## src/rtl/neuron_sample_gen_if.sv

```systemverilog
// Sample stream bus between the generator and the downstream neuron/scorer.
//   x     : sample vector, bit 0 drives x1
//   label : expected neuron output for x (1 iff exactly one bit of x is set)
//   valid : x/label carry a sample
//   ready : consumer takes the sample this cycle
// master = generator side, slave = consumer side.
interface neuron_sample_gen_if #(
  parameter int NUM_IN = 4
);
  logic [NUM_IN-1:0] x;
  logic              label;
  logic              valid;
  logic              ready;

  modport master (output x, label, valid, input ready);
  modport slave  (input x, label, valid, output ready);
endinterface

```

## src/rtl/neuron_sample_gen.sv

```systemverilog
// Stimulus transmitter for the 4-input one-hot detector neuron. Emits input
// vectors plus the expected label over a valid/ready handshake, in one of
// three sweep modes: exhaustive count, walking one-hot, or LFSR pseudo-random.
// Ports:
//   clk, rst   : clock, synchronous active-high reset
//   start      : begin a sweep (only looked at in IDLE)
//   mode       : 0 exhaustive, 1 walking one-hot, 2 random, 3 same as 0
//   seed       : LFSR seed for mode 2 (0 selects LFSR_SEED_DEF)
//   bus        : sample stream (x, label, valid out; ready in)
//   busy       : sweep in progress
//   done       : one-cycle pulse after the final sample is accepted
//   count      : samples accepted in the current/last sweep, saturating
module neuron_sample_gen #(
  parameter int         NUM_IN        = 4,
  parameter int         RAND_LEN      = 16,
  parameter logic [7:0] LFSR_SEED_DEF = 8'h01
) (
  input  logic                      clk,
  input  logic                      rst,
  input  logic                      start,
  input  logic [1:0]                mode,
  input  logic [7:0]                seed,
  neuron_sample_gen_if.master       bus,
  output logic                      busy,
  output logic                      done,
  output logic [7:0]                count
);
  typedef enum logic [1:0] {IDLE, RUN, DONE} state_t;

  localparam logic [1:0] M_EXH  = 2'd0;
  localparam logic [1:0] M_WALK = 2'd1;
  localparam logic [1:0] M_RAND = 2'd2;

  state_t            state_q, state_d;
  logic [NUM_IN-1:0] x_q, x_d;
  logic [7:0]        lfsr_q, lfsr_d, lfsr_adv, seed_eff;
  logic [7:0]        cnt_q, cnt_d, cnt_inc;
  logic [1:0]        mode_q, mode_d;
  logic              xfer, last;

  assign seed_eff = (seed == 8'h00) ? LFSR_SEED_DEF : seed;
  // x^8+x^6+x^5+x^4+1, shift left, feedback into bit 0
  assign lfsr_adv = {lfsr_q[6:0], lfsr_q[7] ^ lfsr_q[5] ^ lfsr_q[4] ^ lfsr_q[3]};
  assign cnt_inc  = (cnt_q == 8'hFF) ? 8'hFF : cnt_q + 8'd1;
  assign xfer     = (state_q == RUN) && bus.ready;

  // Terminal sample of each mode; the transfer of this sample ends the sweep
  always_comb begin
    case (mode_q)
      M_WALK:  last = x_q[NUM_IN-1];
      M_RAND:  last = (cnt_inc == 8'(RAND_LEN));
      default: last = &x_q;
    endcase
  end

  always_ff @(posedge clk) begin
    if (rst) begin
      state_q <= IDLE;
      x_q     <= '0;
      lfsr_q  <= '0;
      cnt_q   <= '0;
      mode_q  <= M_EXH;
    end else begin
      state_q <= state_d;
      x_q     <= x_d;
      lfsr_q  <= lfsr_d;
      cnt_q   <= cnt_d;
      mode_q  <= mode_d;
    end
  end

  always_comb begin
    state_d = state_q;
    x_d     = x_q;
    lfsr_d  = lfsr_q;
    cnt_d   = cnt_q;
    mode_d  = mode_q;
    case (state_q)
      IDLE: if (start) begin
        state_d = RUN;
        cnt_d   = '0;
        // reserved mode 3 is folded into exhaustive at capture
        mode_d  = (mode == 2'd3) ? M_EXH : mode;
        case (mode)
          M_WALK: x_d = NUM_IN'(1);
          M_RAND: begin
            lfsr_d = seed_eff;
            x_d    = seed_eff[NUM_IN-1:0];
          end
          default: x_d = '0;
        endcase
      end
      RUN: if (xfer) begin
        cnt_d = cnt_inc;
        if (last) state_d = DONE;
        else begin
          case (mode_q)
            M_WALK: x_d = x_q << 1;
            M_RAND: begin
              lfsr_d = lfsr_adv;
              x_d    = lfsr_adv[NUM_IN-1:0];
            end
            default: x_d = x_q + NUM_IN'(1);
          endcase
        end
      end
      DONE:    state_d = IDLE;
      default: state_d = IDLE;
    endcase
  end

  assign bus.valid = (state_q == RUN);
  assign bus.x     = x_q;
  assign bus.label = bus.valid && ($countones(x_q) == 1);
  assign busy      = (state_q == RUN);
  assign done      = (state_q == DONE);
  assign count     = cnt_q;
endmodule

```

## src/flat_wrapper.sv

```systemverilog
// flat-port wrapper written by rule: the top's interface ports become plain ports
module neuron_sample_gen_flat 
#(
  parameter int         NUM_IN        = 4,
  parameter int         RAND_LEN      = 16,
  parameter logic [7:0] LFSR_SEED_DEF = 8'h01
)
  (clk, rst, start, mode, seed, busy, done, count, bus_x, bus_label, bus_valid, bus_ready);
  neuron_sample_gen_if #(.NUM_IN(NUM_IN)) bus_i ();
  input  logic clk;
  input  logic rst;
  input  logic start;
  input  logic [1:0] mode;
  input  logic [7:0] seed;
  output logic busy;
  output logic done;
  output logic [7:0] count;
  output wire logic [$bits(bus_i.x)-1:0] bus_x;
  output wire logic [$bits(bus_i.label)-1:0] bus_label;
  output wire logic [$bits(bus_i.valid)-1:0] bus_valid;
  input wire logic [$bits(bus_i.ready)-1:0] bus_ready;
  assign bus_x = bus_i.x;
  assign bus_label = bus_i.label;
  assign bus_valid = bus_i.valid;
  assign bus_i.ready = bus_ready;
  neuron_sample_gen #(.NUM_IN(NUM_IN), .RAND_LEN(RAND_LEN), .LFSR_SEED_DEF(LFSR_SEED_DEF)) u_core (.clk(clk), .rst(rst), .start(start), .mode(mode), .seed(seed), .bus(bus_i), .busy(busy), .done(done), .count(count));
endmodule
```

## config.mk

```make
export PLATFORM = sky130hd
export DESIGN_NAME = neuron_sample_gen_flat
export DESIGN_NICKNAME = d
export VERILOG_FILES = /design/src/rtl/neuron_sample_gen_if.sv /design/src/rtl/neuron_sample_gen.sv /design/src/flat_wrapper.sv
export SDC_FILE = /design/constraint.sdc
export NUM_CORES = 1
export LEC_CHECK = 0
export ABC_CLOCK_PERIOD_IN_PS = 6000
export CORE_MARGIN = 3
export CORE_UTILIZATION = 56
export DETAILED_ROUTE_END_ITERATION = 12
export PLACE_DENSITY = 0.85
export SETUP_SLACK_MARGIN = 0.1
export SLEW_MARGIN = 25
export SYNTH_ARGS = -nofsm -noshare
export SYNTH_HDL_FRONTEND = slang
export SYNTH_SLANG_ARGS = --single-unit
```

## constraint.sdc

```tcl
create_clock -name clk -period 6 [get_ports clk]
set_input_delay 0.6 -clock clk [delete_from_list [all_inputs] [get_ports clk]]
set_output_delay 0.6 -clock clk [all_outputs]
set_load 0.05 [all_outputs]
```

==> Word level (Yosys, flattened, before mapping) <==
Cells that the tools add are included.
{ "totals": {"register_bits": 24, "in_bits": 14, "output_inout_bits": 16, "wordCells": 63} }
{ "op_classes": {"n_addsub": 5, "eq_ne": 16, "muxes": 23, "n_bitwise": 3, "reduce_logical": 11} }
{ "ops": {"columns": ["cell", "count"], "rows": [
  ["$mux 8", 9],
  ["$add 32x32->32", 1],
  ["$eq 32x2->1 const B", 1],
  ["$pmux 8 s2", 2],
  ["$pmux 4 s2", 3],
  ["$mux 4", 3],
  ["$ne 2x2->1 const B", 6],
  ["$add 8x1->8 const B", 1],
  ["$eq 2x2->1 const B", 4],
  ["$eq 8x5->1 const B", 1],
  ["$eq 8x8->1 const B", 1],
  ["$logic_not 8->1", 1],
  ["$mux 2", 4],
  ["$reduce_and 4->1", 2],
  ["$eq 2x1->1 const B", 3],
  ["$reduce_and 3->1", 2],
  ["$reduce_and 6->1", 1],
  ["$add 1x1->2", 2],
  ["$add 4x1->4 const B", 1],
  ["$pmux 2 s2", 1],
  ["$xor 1x1->1", 3],
  ["$logic_and 1x1->1", 2],
  ["$logic_not 2->1", 1],
  ["$pmux 1 s2", 1],
  ["2 further kinds", 2]
]} }

==> Logic depth before layout (Yosys ltp) <==
{ "depth": {"ltp_word": 7, "ltp_mapped": 8, "ltp_nobuf": 8} }

==> Worst setup path after synthesis <==
OpenSTA, ideal clock, no wires.
{ "synth_path": {"path_type": "register to output", "startpoint": "reg u_core.x_q[0], in the netlist u_core.bus.x[0]", "endpoint": "out bus_label", "t_arrival_ps": 3336, "t_required_ps": 5400, "path_slack_ps": 2064, "path_stages_with_launch": 5, "path_buffers": 0, "cell_sequence": "dfxtp_1 ha_1 ha_1 fa_1 nor4b_1"} }
{ "synth_via": {"elab_chain_len": 4} }
{ "synth_rtl": {"columns": ["element", "line", "rtl"], "rows": [
  ["start, declared", "neuron_sample_gen.sv:35", "logic [NUM_IN-1:0] x_q, x_d;"],
  ["start signal, assigned", "neuron_sample_gen.sv:59", "x_q <= '0;"],
  ["start signal, assigned", "neuron_sample_gen.sv:65", "x_q <= x_d;"],
  ["$add 1x1->2 (implied by the code)", "neuron_sample_gen.sv:114", "assign bus.label = bus.valid && ($countones(x_q) == 1);"],
  ["$add 32x32->32 (implied by the code)", "neuron_sample_gen.sv:114", null],
  ["$eq 32x2->1", "neuron_sample_gen.sv:114", null],
  ["$logic_and 1x1->1", "neuron_sample_gen.sv:114", null],
  ["end, declared", "flat_wrapper.sv:19", "output wire logic [$bits(bus_i.label)-1:0] bus_label;"]
]} }
Every way passes these cells.

==> Final worst setup path <==
Same ends and word-level chain as after synthesis.

==> results.sh <==
export IMPL_h_tree_depth=1
export IMPL_gr_total_overflow=0
export IMPL_leakagePower_nw=0.7439
export IMPL_cp_required_ns=5.40
export IMPL_ys_warn_count=0
export IMPL_clk_path_buf_depth=2
export IMPL_drive_gt1_frac=0.06481
export IMPL_gp_congestion=0.9661
export IMPL_arrival_ns=2.91
export IMPL_syn_to_final_growth_pct=19.83
export IMPL_cts_tree="yes"
export IMPL_core_um2=2613
export IMPL_grt_pass1_wl_um=7038
export IMPL_start_util=0.6159
export IMPL_drc_errors=0
export IMPL_rr_startpoint="u_core.state_q[0]"
export IMPL_synth_async_sr_flop_share=0
export IMPL_finalClockSkew_ns=0.005120
export IMPL_fin_crit_sh=0.5852
export IMPL_ant_nets=0
export IMPL_fp_dieW_um=59.61
export IMPL_die_y_um=59.61
export IMPL_post_cts_setup_buffers=0
export IMPL_rr_worst_depth=5
export IMPL_synth_fp_nets=215
export IMPL_min_from="u_core.lfsr_q[7]"
export IMPL_ys_seq_elements=24
export IMPL_drt_iter0_markers=100
export IMPL_cts_repair_resized=0
export IMPL_ff2ff_setup_slack_ns=3.73
export IMPL_fin_setup_tns_ns=0
export IMPL_synthCells=191
export IMPL_peakVddDrop_v=0.0001627
export IMPL_design_area_um2=1928
export IMPL_cts_buffers=3
export IMPL_clkLatencyLatePin_ns=0.32
export IMPL_cts_root_buffer="clkbuf_4"
export IMPL_fin_nets=242
export IMPL_portBuffers=29
export IMPL_wl_per_cell_um=17.17
export IMPL_cap_violations=0
export IMPL_dp_hpwl_um=3183
export IMPL_syn_area_um2=1609
export IMPL_antennaDiodeCount=0
export IMPL_place_area_um2=1906
export IMPL_tightestPinTransition_ns=0.8740
export IMPL_ios=30
export IMPL_report_final_hold_viol_count=0
export IMPL_power_density_nw_per_um2=172.6
export IMPL_routed_wl_um=4223
export IMPL_status="completed"
export IMPL_cp_max_fo=6
export IMPL_num_vias=1624
export IMPL_antenna_found_initial=0
export IMPL_start_kind="register"
export IMPL_cp_end_kind="output pin"
export IMPL_fin_crit_ns=3.511
export IMPL_synth_area_per_cell_um2=8.424
export IMPL_critPathKind="reg2out"
export IMPL_grt_pass1_vias=1551
export IMPL_synthDistinctLibCells=47
export IMPL_relSlewSlack=0.4173
export IMPL_clock_sinks=24
export IMPL_min_path_cells=2
export IMPL_dr_pass1_iters=4
export IMPL_synth_edf_count=0
export IMPL_rows=18
export IMPL_drv_slew=0
export IMPL_grt_max_degree=28
export IMPL_seq_area_frac_synth=0.2986
export IMPL_ys_flop_type="dfxtp_1"
export IMPL_min_to="u_core.lfsr_q[7]"
export IMPL_path_clk_slew_ns=0.12
export IMPL_rr_endpoint="u_core.bus.x[1]"
export IMPL_setup_viol=0
export IMPL_fmax_ghz=0.2848
export IMPL_postCtsHoldBufs=0
export IMPL_hp_class="reg2reg"
export IMPL_grtUsageTotal=0.2591
export IMPL_via_per_inst=6.602
export IMPL_rsz0062_at_grt="no"
export IMPL_die_area_um2=3553
[state kept, by name, indices dropped and copies added (netlist names)]
| name | flops |
|---|---|
| u_core.mode_q | 2 |
| u_core.count | 8 |
| u_core.lfsr_q | 8 |
| u_core.bus.x | 4 |
| u_core.state_q | 2 |
[final cells by class]
type                    instances  area, um^2
fillers                       215       684.4
well taps                      30       37.54
flip-flops and latches         24       480.5
repair buffers                 30       297.8
inverters                       7       26.28
clock buffers                   3       22.52
multi-input cells             152        1064
[how the worst max path moves through the flow]
stage / end / slack, ns / from
floorplan: bus_label / 2.06 / u_core.bus.x[0]
CTS: bus_label / 2.48 / u_core.bus.x[0]
finish: bus_label / 2.49 / u_core.bus.x[0]
global route: bus_label / 2.33 / u_core.bus.x[0]
detailed placement: bus_label / 2.85 / u_core.bus.x[0]
global placement: bus_label / 2.96 / u_core.bus.x[0]
[per-stage QoR]
step / total power (W) / std cells / hold slack [ns] / setup WS (ns) / util
floorplan: 0.0002344 / 191 / 0.4500 / 2.064 / -
global placement: 0.0002604 / 243 / 0.4600 / 2.961 / 0.7294
detailed placement: 0.0002638 / 243 / 0.4868 / 2.854 / 0.7294
CTS: 0.0003352 / 246 / 0.5063 / 2.476 / 0.7380
global route: 0.0003498 / 246 / 0.5359 / 2.327 / 0.7380
finish: 0.0003328 / 246 / 0.5017 / 2.489 / 0.7380
[kinds of logic after synthesis]
kind of cell               after synthesis  share of synthesized area
adders and majority gates               10                    0.08243
and+or+nand+nor                         67                     0.2232
xor gates and xnor gates                 5                    0.02722
muxes                                   14                    0.08943
DFF                                     24                     0.2986
buffers and inverters                   15                    0.04043
AOI/OAI and AO/OA                       56                     0.2387
[routing by layer]
layer / part of all wire / track usage / wire (um)
met2: 0.48 / 0.4197 / 2011
met1: 0.41 / 0.3333 / 1748
met3: 0.081 / 0.04139 / 340
met5: 0 / 0 / 0
met4: 0.029 / 0.1234 / 123
[where the power goes]
| group | internal (W) | switching, W |
|---|---|---|
| registers | 0.000164 | 0.00000617 |
| logic | 0.0000364 | 0.0000550 |
| clock network | 0.0000235 | 0.0000474 |
| total | 0.000224 | 0.000109 |
[Yosys cell counts (4+ instances only)]
master,number,area (um^2)
dfxtp_1,24,480.5
nor2_1,14,52.55
o21ai_0,14,70.07
a21oi_1,11,55.05
mux2i_1,11,110.1
nand2_1,11,41.29
ha_1,9,112.6
nand4_1,8,50.05
o31ai_1,8,60.06
nor3_1,7,35.03
nor2b_1,6,37.54
inv_1,5,18.77
a211oi_1,4,30.03
a31oi_1,4,25.02
nand2b_1,4,25.02
nand3_1,4,20.02
[worst max-delay path, cell delays in order, from the launching register on]
cell and delay [ns]:
dfxtp_1 0.46, ha_1 0.29, ha_1 0.24, fa_1 0.46, nor4b_1 0.29, clkdlybuf4s50_1 0.86
[cells in the final DEF, fill, tap and decap left out, types with 3 or more instances in the layout]
| cell | instances |
|---|---|
| a221oi_1 | 3 |
| inv_1 | 5 |
| clkdlybuf4s50_1 | 29 |
| a21oi_1 | 11 |
| nand3_1 | 4 |
| nor2_1 | 14 |
| nand2_1 | 11 |
| o31ai_1 | 8 |
| nand2b_1 | 4 |
| nor3_1 | 7 |
| mux2i_1 | 11 |
| a211oi_1 | 4 |
| nand4_1 | 8 |
| o21ai_0 | 14 |
| clkbuf_4 | 3 |
| ha_1 | 9 |
| dfxtp_1 | 24 |
| a31oi_1 | 4 |
| nor2b_1 | 6 |
| xnor2_1 | 3 |
| nor4_1 | 3 |
| mux2_2 | 3 |
Power figures use the tool's default switching activity.
